**config.mk**
```make
export PLATFORM = sky130hd
export DESIGN_NAME = control_sequencer_flat
export DESIGN_NICKNAME = d
export VERILOG_FILES = /design/src/rtl/ctrl_pkg.sv /design/src/rtl/control_sequencer_if.sv /design/src/rtl/reg_select_decoder.sv /design/src/rtl/control_sequencer.sv /design/src/flat_wrapper.sv
export SDC_FILE = /design/constraint.sdc
export NUM_CORES = 1
export LEC_CHECK = 0
export ABC_AREA = 1
export BUFFER_PORTS_ARGS = -buffer_cell sky130_fd_sc_hd__buf_2
export CORE_UTILIZATION = 45
export CTS_CLUSTER_DIAMETER = 40
export DETAILED_ROUTE_END_ITERATION = 8
export GPL_TIMING_DRIVEN = 0
export PLACE_DENSITY = 0.83
export SLEW_MARGIN = 30
export SYNTH_ARGS = -nofsm -noshare
export SYNTH_HDL_FRONTEND = slang
export SYNTH_SLANG_ARGS = --single-unit
```
**constraint.sdc**
```tcl
create_clock -name clock -period 1.6 [get_ports clock]
set_input_delay 0.16 -clock clock [delete_from_list [all_inputs] [get_ports clock]]
set_output_delay 0.16 -clock clock [all_outputs]
set_load 0.02 [all_outputs]
```
**src/rtl/ctrl_pkg.sv**
```systemverilog
// Shared definitions for the hardwired control sequencer: opcodes, ALU codes,
// FSM states and IR field positions.
package ctrl_pkg;

  localparam int OP_MSB  = 31;
  localparam int OP_LSB  = 27;
  localparam int RA_MSB  = 26;
  localparam int RA_LSB  = 23;
  localparam int RB_MSB  = 22;
  localparam int RB_LSB  = 19;
  localparam int RC_MSB  = 18;
  localparam int RC_LSB  = 15;
  localparam int FIELD_W = 4;

  localparam logic [4:0] OP_ADD  = 5'd0;
  localparam logic [4:0] OP_SUB  = 5'd1;
  localparam logic [4:0] OP_AND  = 5'd2;
  localparam logic [4:0] OP_OR   = 5'd3;
  localparam logic [4:0] OP_SHL  = 5'd4;
  localparam logic [4:0] OP_SHR  = 5'd5;
  localparam logic [4:0] OP_ADDI = 5'd8;
  localparam logic [4:0] OP_ANDI = 5'd9;
  localparam logic [4:0] OP_ORI  = 5'd10;
  localparam logic [4:0] OP_LD   = 5'd12;
  localparam logic [4:0] OP_ST   = 5'd13;
  localparam logic [4:0] OP_BR   = 5'd16;
  localparam logic [4:0] OP_NOP  = 5'd30;
  localparam logic [4:0] OP_HALT = 5'd31;

  localparam logic [3:0] ALU_ADD = 4'd0;
  localparam logic [3:0] ALU_SUB = 4'd1;
  localparam logic [3:0] ALU_AND = 4'd2;
  localparam logic [3:0] ALU_OR  = 4'd3;
  localparam logic [3:0] ALU_SHL = 4'd4;
  localparam logic [3:0] ALU_SHR = 4'd5;

  typedef enum logic [3:0] {
    RESET, F0, F1, F2, E3, E4, E5, E6, E7, HALT
  } state_t;

  function automatic logic is_rtype(input logic [4:0] op);
    return op <= OP_SHR;
  endfunction

  function automatic logic is_imm(input logic [4:0] op);
    return (op == OP_ADDI) || (op == OP_ANDI) || (op == OP_ORI);
  endfunction

  function automatic logic is_legal(input logic [4:0] op);
    logic ok;
    case (op)
      OP_ADD, OP_SUB, OP_AND, OP_OR, OP_SHL, OP_SHR,
      OP_ADDI, OP_ANDI, OP_ORI, OP_LD, OP_ST, OP_BR,
      OP_NOP, OP_HALT: ok = 1'b1;
      default:         ok = 1'b0;
    endcase
    return ok;
  endfunction

  // Immediate forms reuse the ALU function of their register counterpart;
  // address arithmetic (LD/ST/BR) falls through to ADD.
  function automatic logic [3:0] alu_for(input logic [4:0] op);
    logic [3:0] f;
    case (op)
      OP_SUB:          f = ALU_SUB;
      OP_AND, OP_ANDI: f = ALU_AND;
      OP_OR, OP_ORI:   f = ALU_OR;
      OP_SHL:          f = ALU_SHL;
      OP_SHR:          f = ALU_SHR;
      default:         f = ALU_ADD;
    endcase
    return f;
  endfunction

endpackage

```
**src/rtl/control_sequencer_if.sv**
```systemverilog
// Sequencer <-> datapath/memory signal bundle; master is the sequencer.
interface control_sequencer_if #(
  parameter int NUM_REGS = 16
);
  logic [31:0]         ir;
  logic                con_ff;
  logic                mem_done;
  logic [NUM_REGS-1:0] rin;
  logic [NUM_REGS-1:0] rout;
  logic                pc_in, pc_out, inc_pc;
  logic                mar_in, mdr_in, mdr_out;
  logic                mem_read, mem_write;
  logic                ir_in, y_in, z_in, z_out, c_out, con_in;
  logic [3:0]          alu_op;
  logic                run;
  logic                fault;

  modport master (
    input  ir, con_ff, mem_done,
    output rin, rout, pc_in, pc_out, inc_pc, mar_in, mdr_in, mdr_out,
           mem_read, mem_write, ir_in, y_in, z_in, z_out, c_out, con_in,
           alu_op, run, fault
  );

  modport slave (
    output ir, con_ff, mem_done,
    input  rin, rout, pc_in, pc_out, inc_pc, mar_in, mdr_in, mdr_out,
           mem_read, mem_write, ir_in, y_in, z_in, z_out, c_out, con_in,
           alu_op, run, fault
  );
endinterface

```
**src/rtl/reg_select_decoder.sv**
```systemverilog
// Decodes a register field to a one-hot select; fields beyond NUM_REGS select nothing.
module reg_select_decoder #(
  parameter int NUM_REGS = 16,
  parameter int FIELD_W  = 4
) (
  input  logic [FIELD_W-1:0]  field,
  input  logic                en,
  output logic [NUM_REGS-1:0] sel
);

  always_comb begin
    sel = '0;
    for (int i = 0; i < NUM_REGS; i++) begin
      sel[i] = en && (int'(field) == i);
    end
  end

endmodule

```
**src/rtl/control_sequencer.sv**
```systemverilog
// Hardwired control unit for the single-bus datapath: fetch, decode and
// multi-cycle execute with a timed memory handshake.
module control_sequencer
  import ctrl_pkg::*;
#(
  parameter int NUM_REGS    = 16,
  parameter int MEM_TIMEOUT = 15
) (
  input logic                 clock,
  input logic                 clear,
  control_sequencer_if.master bus
);

  localparam int CNT_W = $clog2(MEM_TIMEOUT + 1);

  state_t             state, state_nx;
  logic [CNT_W-1:0]   wait_cnt;
  logic               fault_q;
  logic [4:0]         op;
  logic [FIELD_W-1:0] ra, rb, rc;
  logic               in_wait, timeout;
  logic [FIELD_W-1:0] rin_field, rout_field;
  logic               rin_en, rout_en;
  logic               unused_ir_low;

  assign op            = bus.ir[OP_MSB:OP_LSB];
  assign ra            = bus.ir[RA_MSB:RA_LSB];
  assign rb            = bus.ir[RB_MSB:RB_LSB];
  assign rc            = bus.ir[RC_MSB:RC_LSB];
  assign unused_ir_low = ^bus.ir[RC_LSB-1:0];

  assign in_wait = (state == F1) || (state == E6 && op == OP_LD) ||
                   (state == E7 && op == OP_ST);
  assign timeout = in_wait && !bus.mem_done &&
                   (wait_cnt == CNT_W'(MEM_TIMEOUT - 1));

  // The wait counter idles at zero outside wait states, so each wait starts fresh.
  always_ff @(posedge clock or posedge clear) begin
    if (clear) begin
      state    <= RESET;
      wait_cnt <= '0;
      fault_q  <= 1'b0;
    end else begin
      state <= state_nx;
      if (in_wait && !bus.mem_done) wait_cnt <= wait_cnt + 1'b1;
      else                          wait_cnt <= '0;
      if (timeout || (state == F2 && !is_legal(op))) fault_q <= 1'b1;
    end
  end

  always_comb begin
    state_nx = state;
    case (state)
      RESET: state_nx = F0;
      F0:    state_nx = F1;
      F1:    if (timeout) state_nx = HALT;
             else if (bus.mem_done) state_nx = F2;
      F2:    if (!is_legal(op) || op == OP_HALT) state_nx = HALT;
             else if (op == OP_NOP) state_nx = F0;
             else state_nx = E3;
      E3:    state_nx = E4;
      E4:    state_nx = E5;
      E5:    state_nx = (is_rtype(op) || is_imm(op)) ? F0 : E6;
      E6:    if (op == OP_LD) begin
               if (timeout) state_nx = HALT;
               else if (bus.mem_done) state_nx = E7;
             end else if (op == OP_ST) state_nx = E7;
             else state_nx = F0;
      E7:    if (op == OP_ST) begin
               if (timeout) state_nx = HALT;
               else if (bus.mem_done) state_nx = F0;
             end else state_nx = F0;
      HALT:  state_nx = HALT;
      default: state_nx = RESET;
    endcase
  end

  always_comb begin
    rin_field     = ra;
    rin_en        = 1'b0;
    rout_field    = rb;
    rout_en       = 1'b0;
    bus.pc_in     = 1'b0;
    bus.pc_out    = 1'b0;
    bus.inc_pc    = 1'b0;
    bus.mar_in    = 1'b0;
    bus.mdr_in    = 1'b0;
    bus.mdr_out   = 1'b0;
    bus.mem_read  = 1'b0;
    bus.mem_write = 1'b0;
    bus.ir_in     = 1'b0;
    bus.y_in      = 1'b0;
    bus.z_in      = 1'b0;
    bus.z_out     = 1'b0;
    bus.c_out     = 1'b0;
    bus.con_in    = 1'b0;
    bus.alu_op    = ALU_ADD;
    case (state)
      F0: begin
        bus.pc_out = 1'b1; bus.mar_in = 1'b1; bus.inc_pc = 1'b1; bus.z_in = 1'b1;
      end
      F1: begin
        bus.z_out = 1'b1; bus.mem_read = 1'b1; bus.mdr_in = 1'b1;
        bus.pc_in = bus.mem_done;
      end
      F2: begin
        bus.mdr_out = 1'b1; bus.ir_in = 1'b1;
      end
      E3: begin
        rout_en = 1'b1;
        if (op == OP_BR) begin
          rout_field = ra; bus.con_in = 1'b1;
        end else begin
          bus.y_in = 1'b1;
        end
      end
      E4: begin
        if (op == OP_BR) begin
          bus.pc_out = 1'b1; bus.y_in = 1'b1;
        end else begin
          if (is_rtype(op)) begin
            rout_en = 1'b1; rout_field = rc;
          end else begin
            bus.c_out = 1'b1;
          end
          bus.alu_op = alu_for(op);
          bus.z_in   = 1'b1;
        end
      end
      E5: begin
        if (op == OP_BR) begin
          bus.c_out = 1'b1; bus.z_in = 1'b1;
        end else begin
          bus.z_out  = 1'b1;
          rin_en     = is_rtype(op) || is_imm(op);
          bus.mar_in = !rin_en;
        end
      end
      E6: begin
        if (op == OP_LD) begin
          bus.mem_read = 1'b1; bus.mdr_in = 1'b1;
        end else if (op == OP_ST) begin
          rout_en = 1'b1; rout_field = ra; bus.mdr_in = 1'b1;
        end else begin
          bus.z_out = 1'b1; bus.pc_in = bus.con_ff;
        end
      end
      E7: begin
        if (op == OP_LD) begin
          bus.mdr_out = 1'b1; rin_en = 1'b1;
        end else begin
          bus.mem_write = 1'b1;
        end
      end
      default: ;
    endcase
  end

  assign bus.run   = (state != RESET) && (state != HALT);
  assign bus.fault = fault_q;

  reg_select_decoder #(.NUM_REGS(NUM_REGS), .FIELD_W(FIELD_W)) u_rin_sel (
    .field (rin_field),
    .en    (rin_en),
    .sel   (bus.rin)
  );

  reg_select_decoder #(.NUM_REGS(NUM_REGS), .FIELD_W(FIELD_W)) u_rout_sel (
    .field (rout_field),
    .en    (rout_en),
    .sel   (bus.rout)
  );

endmodule
```
**src/flat_wrapper.sv**
```systemverilog
// flat-port wrapper written by rule: the top's interface ports become plain ports
module control_sequencer_flat import ctrl_pkg::*;
#(
  parameter int NUM_REGS    = 16,
  parameter int MEM_TIMEOUT = 15
)
  (clock, clear, bus_ir, bus_con_ff, bus_mem_done, bus_rin, bus_rout, bus_pc_in, bus_pc_out, bus_inc_pc, bus_mar_in, bus_mdr_in, bus_mdr_out, bus_mem_read, bus_mem_write, bus_ir_in, bus_y_in, bus_z_in, bus_z_out, bus_c_out, bus_con_in, bus_alu_op, bus_run, bus_fault);
  control_sequencer_if #(.NUM_REGS(NUM_REGS)) bus_i ();
  input logic clock;
  input logic clear;
  input wire logic [$bits(bus_i.ir)-1:0] bus_ir;
  input wire logic [$bits(bus_i.con_ff)-1:0] bus_con_ff;
  input wire logic [$bits(bus_i.mem_done)-1:0] bus_mem_done;
  output wire logic [$bits(bus_i.rin)-1:0] bus_rin;
  output wire logic [$bits(bus_i.rout)-1:0] bus_rout;
  output wire logic [$bits(bus_i.pc_in)-1:0] bus_pc_in;
  output wire logic [$bits(bus_i.pc_out)-1:0] bus_pc_out;
  output wire logic [$bits(bus_i.inc_pc)-1:0] bus_inc_pc;
  output wire logic [$bits(bus_i.mar_in)-1:0] bus_mar_in;
  output wire logic [$bits(bus_i.mdr_in)-1:0] bus_mdr_in;
  output wire logic [$bits(bus_i.mdr_out)-1:0] bus_mdr_out;
  output wire logic [$bits(bus_i.mem_read)-1:0] bus_mem_read;
  output wire logic [$bits(bus_i.mem_write)-1:0] bus_mem_write;
  output wire logic [$bits(bus_i.ir_in)-1:0] bus_ir_in;
  output wire logic [$bits(bus_i.y_in)-1:0] bus_y_in;
  output wire logic [$bits(bus_i.z_in)-1:0] bus_z_in;
  output wire logic [$bits(bus_i.z_out)-1:0] bus_z_out;
  output wire logic [$bits(bus_i.c_out)-1:0] bus_c_out;
  output wire logic [$bits(bus_i.con_in)-1:0] bus_con_in;
  output wire logic [$bits(bus_i.alu_op)-1:0] bus_alu_op;
  output wire logic [$bits(bus_i.run)-1:0] bus_run;
  output wire logic [$bits(bus_i.fault)-1:0] bus_fault;
  assign bus_i.ir = bus_ir;
  assign bus_i.con_ff = bus_con_ff;
  assign bus_i.mem_done = bus_mem_done;
  assign bus_rin = bus_i.rin;
  assign bus_rout = bus_i.rout;
  assign bus_pc_in = bus_i.pc_in;
  assign bus_pc_out = bus_i.pc_out;
  assign bus_inc_pc = bus_i.inc_pc;
  assign bus_mar_in = bus_i.mar_in;
  assign bus_mdr_in = bus_i.mdr_in;
  assign bus_mdr_out = bus_i.mdr_out;
  assign bus_mem_read = bus_i.mem_read;
  assign bus_mem_write = bus_i.mem_write;
  assign bus_ir_in = bus_i.ir_in;
  assign bus_y_in = bus_i.y_in;
  assign bus_z_in = bus_i.z_in;
  assign bus_z_out = bus_i.z_out;
  assign bus_c_out = bus_i.c_out;
  assign bus_con_in = bus_i.con_in;
  assign bus_alu_op = bus_i.alu_op;
  assign bus_run = bus_i.run;
  assign bus_fault = bus_i.fault;
  control_sequencer #(.NUM_REGS(NUM_REGS), .MEM_TIMEOUT(MEM_TIMEOUT)) u_core (.clock(clock), .clear(clear), .bus(bus_i));
endmodule
```
==> results.py <==
metrics = {
    "worst_setup_path": {
        "crit_chain": "buf_6 > inv_2 > nand2_2 > nor2_4 > nand3_1 > nand4_1 > buf_4 > nand2_4 > nor2_4 > buf_6",
        "cp_max_fo": 6,
        "max_stage_delay_ns": 0.37,
        "worst_ep_required_time_ns": 1.44,
        "arrival_ns": 2.04,
        "critPathKind": "flip-flop to output port",
        "crit_path_end_kind": "output port",
        "critPathSlowestCell": "dfrtp_1",
        "startpoint_type": "flip-flop",
    },
    "clock_tree": {
        "insertion_delay_ns": 0.27,
        "cts_tree": "done",
        "cts_root_buffer": "clkbuf_4",
        "ctsHtreeMaxLevel": 1,
        "clock_path_buffers": 2,
        "cts.clk_slew.worst_paths_ns": 0.06,
        "cts.sink_count": 9,
        "cts_buffers": 3,
    },
    "placed_design": {
        "dpl_cell_area_um2": 2170,
        "io_buffers": 68,
        "gp_congestion": 0.874,
        "pre_cts_ws_ns": -0.326,
        "hpwlAfterDp_mm": 3.55,
    },
    "die": {
        "dieWidth_um": 60.9,
        "core-area_um2": 3340,
        "start_util": 0.468,
        "dieArea_um2": 3710,
        "fp-row-count": 21,
        "ios": 88,
        "dieHeight_um": 60.9,
    },
    "yosys": {
        "yosys.cell_types.count": 30,
        "syn-cell-area_um2": 1560,
        "synth.area.top_cells": "nand2_1 (18%), dfrtp_1 (14%), nor2_1 (13%)",
        "syn_area_per_cell_um2": 5.60,
        "yosys_most_used_dff": "dfrtp_1",
        "yosysTopAreaCell": "nand2_1",
        "synthArstFlopShare": 1.00,
        "synth_fp_nets": 317,
        "ys_warn_count": 0,
        "yosysTopAreaCellShare": 0.175,
        "synth-edff-count": 0,
        "yosysSeqAreaShare": 0.144,
        "synthCells": 279,
        "ys_ff_latch": 9,
    },
    "global_route": {
        "grt_pass1_wl_mm": 8.58,
        "grt_max_degree": 11,
        "grt_pass1_vias": 1903,
        "grt_antenna_before_repair": 0,
        "grtUsageTotal": 0.314,
        "grt-ovfl-total": 0,
    },
    "sta": {
        "rsz0062_at_grt": "yes",
        "finalCritPeriodShare": 1.38,
        "clock_skew_ns": 0.00411,
        "setup_ws_ns": -0.603,
        "fin_crit_ns": 2.20,
        "fmax_ghz": 0.454,
        "hold_violations": 0,
        "fin_tns_setup_ns": -16.65,
        "drv_slew": 0,
        "setup_viol": 52,
        "fin_hold_ws_ns": 0.296,
    },
    "detailed_routing": {
        "drt-initial-drc-count": 209,
        "via_count": 2456,
        "viasPerCell": 5.90,
        "routed_wl_mm": 7.63,
        "drcViolationCount": 0,
        "ant_nets": 0,
        "drtPass1Iterations": 5,
        "wl_per_cell_um": 18.4,
    },
    "status": {
        "violations": "negative setup slack",
        "outcome": "complete, but fails checks",
    },
    "final_layout": {
        "drive_gt1_frac": 0.562,
        "nets": 409,
        "n_antenna_cell": 0,
        "final_cell_area_um2": 2940,
        "area_growth_pct": 88.2,
    },
    "pwr": {
        "ir_worst_vdd_mv": 0.774,
        "p_per_area_nw_per_um2": 1130,
        "leakage_nw": 1.41,
        "total_power_mw": 3.33,
    },
    "hold_path": {
        "hold_path.class": "input pin to flip-flop",
    },
    "job": {
        "cap_violations": 0,
    },
}
-- registers in the layout, indices dropped and copies added, names as in the netlist --
register and count:
u_core.state 4, u_core.bus.fault 1, u_core.wait_cnt 4
-- cells in the final DEF (no fill, tap or decap), types with 2 or more instances in the layout --
master / count
nand2_4: 12
nand3_1: 22
a21oi_1: 3
dfrtp_1: 6
nand2_1: 50
nand3_2: 6
buf_6: 43
dfrtp_2: 3
nor2_1: 17
buf_2: 21
ha_1: 2
inv_2: 10
nor3_1: 3
buf_4: 27
nor2_2: 13
inv_1: 29
nand3_4: 11
clkbuf_4: 3
o21ai_0: 2
nand2_2: 15
o21ai_2: 4
nor2_8: 2
nor2_4: 32
nand4_1: 14
o211ai_1: 6
-- kinds of logic after synthesis --
family | share of synthesized area
other | 0.00240
buffers and inverters | 0.131
and+or+nand+nor | 0.618
AOI/OAI and AO/OA | 0.0769
adders and majority gates | 0.0160
DFF | 0.144
xor gates and xnor gates | 0.0112
-- cell usage after synthesis (3+ instances only) --
master and number:
nand3_1 34, o211ai_1 6, nand2_2 3, nand3_2 3, nor2_2 4, o21ai_0 7, a21oi_1 3, nor2_1 54
nand2_1 73, dfrtp_1 9, nor3_1 3, inv_1 39, nand4_1 14, nor2_4 4
-- path summary, 6_finish.rpt --
kind,startpoint,slack (ns),endpoint,cells after the start
max,u_core.state[0]$_DFFE_PP0P_,-0.60,bus_rout[5],10
min,bus_ir[27],0.30,u_core.state[0]$_DFFE_PP0P_,4
max reg2reg,u_core.state[2]$_DFFE_PP0P_,-0.13,u_core.state[3]$_DFFE_PP0P_,10
min reg2reg,u_core.bus.fault$_DFFE_PP0P_,0.48,u_core.bus.fault$_DFFE_PP0P_,2
max in group asynchronous,clear,0.89,u_core.state[1]$_DFFE_PP0P_,3
min in group asynchronous,clear,0.44,u_core.wait_cnt[3]$_DFF_PP0_,3
-- layout make-up --
cell class | count | area (um2)
fillers | 162 | 395
multi-input cells | 222 | 1660
clock buffers | 4 | 26.3
flip-flops and latches | 9 | 229
plain buffers | 5 | 48.8
well taps | 46 | 57.6
repair buffers | 87 | 753
inverters | 43 | 170
-- repair_timing --
| item | CTS | global route |
|---|---|---|
| gates cloned | 0 | 0 |
| setup buffers | 9 | 9 |
| hold buffers | 1 | 0 |
| endpoints found under the setup margin | 46 | 50 |
| endpoints found under the hold margin | 9 | 0 |
| resized for setup | 75 | 105 |
| pin swaps | 25 | 34 |
-- metrics by stage --
step | cells | utilization
6_report | 416 | 0.882
5_1_grt | 416 | 0.882
4_1_cts | 407 | 0.753
3_5_place_dp | 393 | 0.651
3_3_place_gp | 393 | 0.651
2_1_floorplan | 279 | -
-- power by group --
part / internal [mW] / switching, mW / leakage (nW) / total [mW]
combinational: 1.06 / 1.74 / 1.28 / 2.80
clock: 0.0966 / 0.0873 / 0.0150 / 0.184
sequential: 0.290 / 0.0592 / 0.111 / 0.349
total: 1.44 / 1.89 / 1.41 / 3.33
-- metal layers --
metal	global-route usage	share of wire	vias up
li1	-	-	1087
met5	0	0	-
met4	0.166	0.048	0
met2	0.502	0.51	189
met3	0.0874	0.081	41
met1	0.382	0.36	1139
-- critical path, delay by kind of cell (launching register included) --
family        cells  cell delay (ns)
buf+inv           4             0.50
flops             1             0.37
simple gates      6             0.88
No activity file was read; power rests on OpenSTA's default activity.
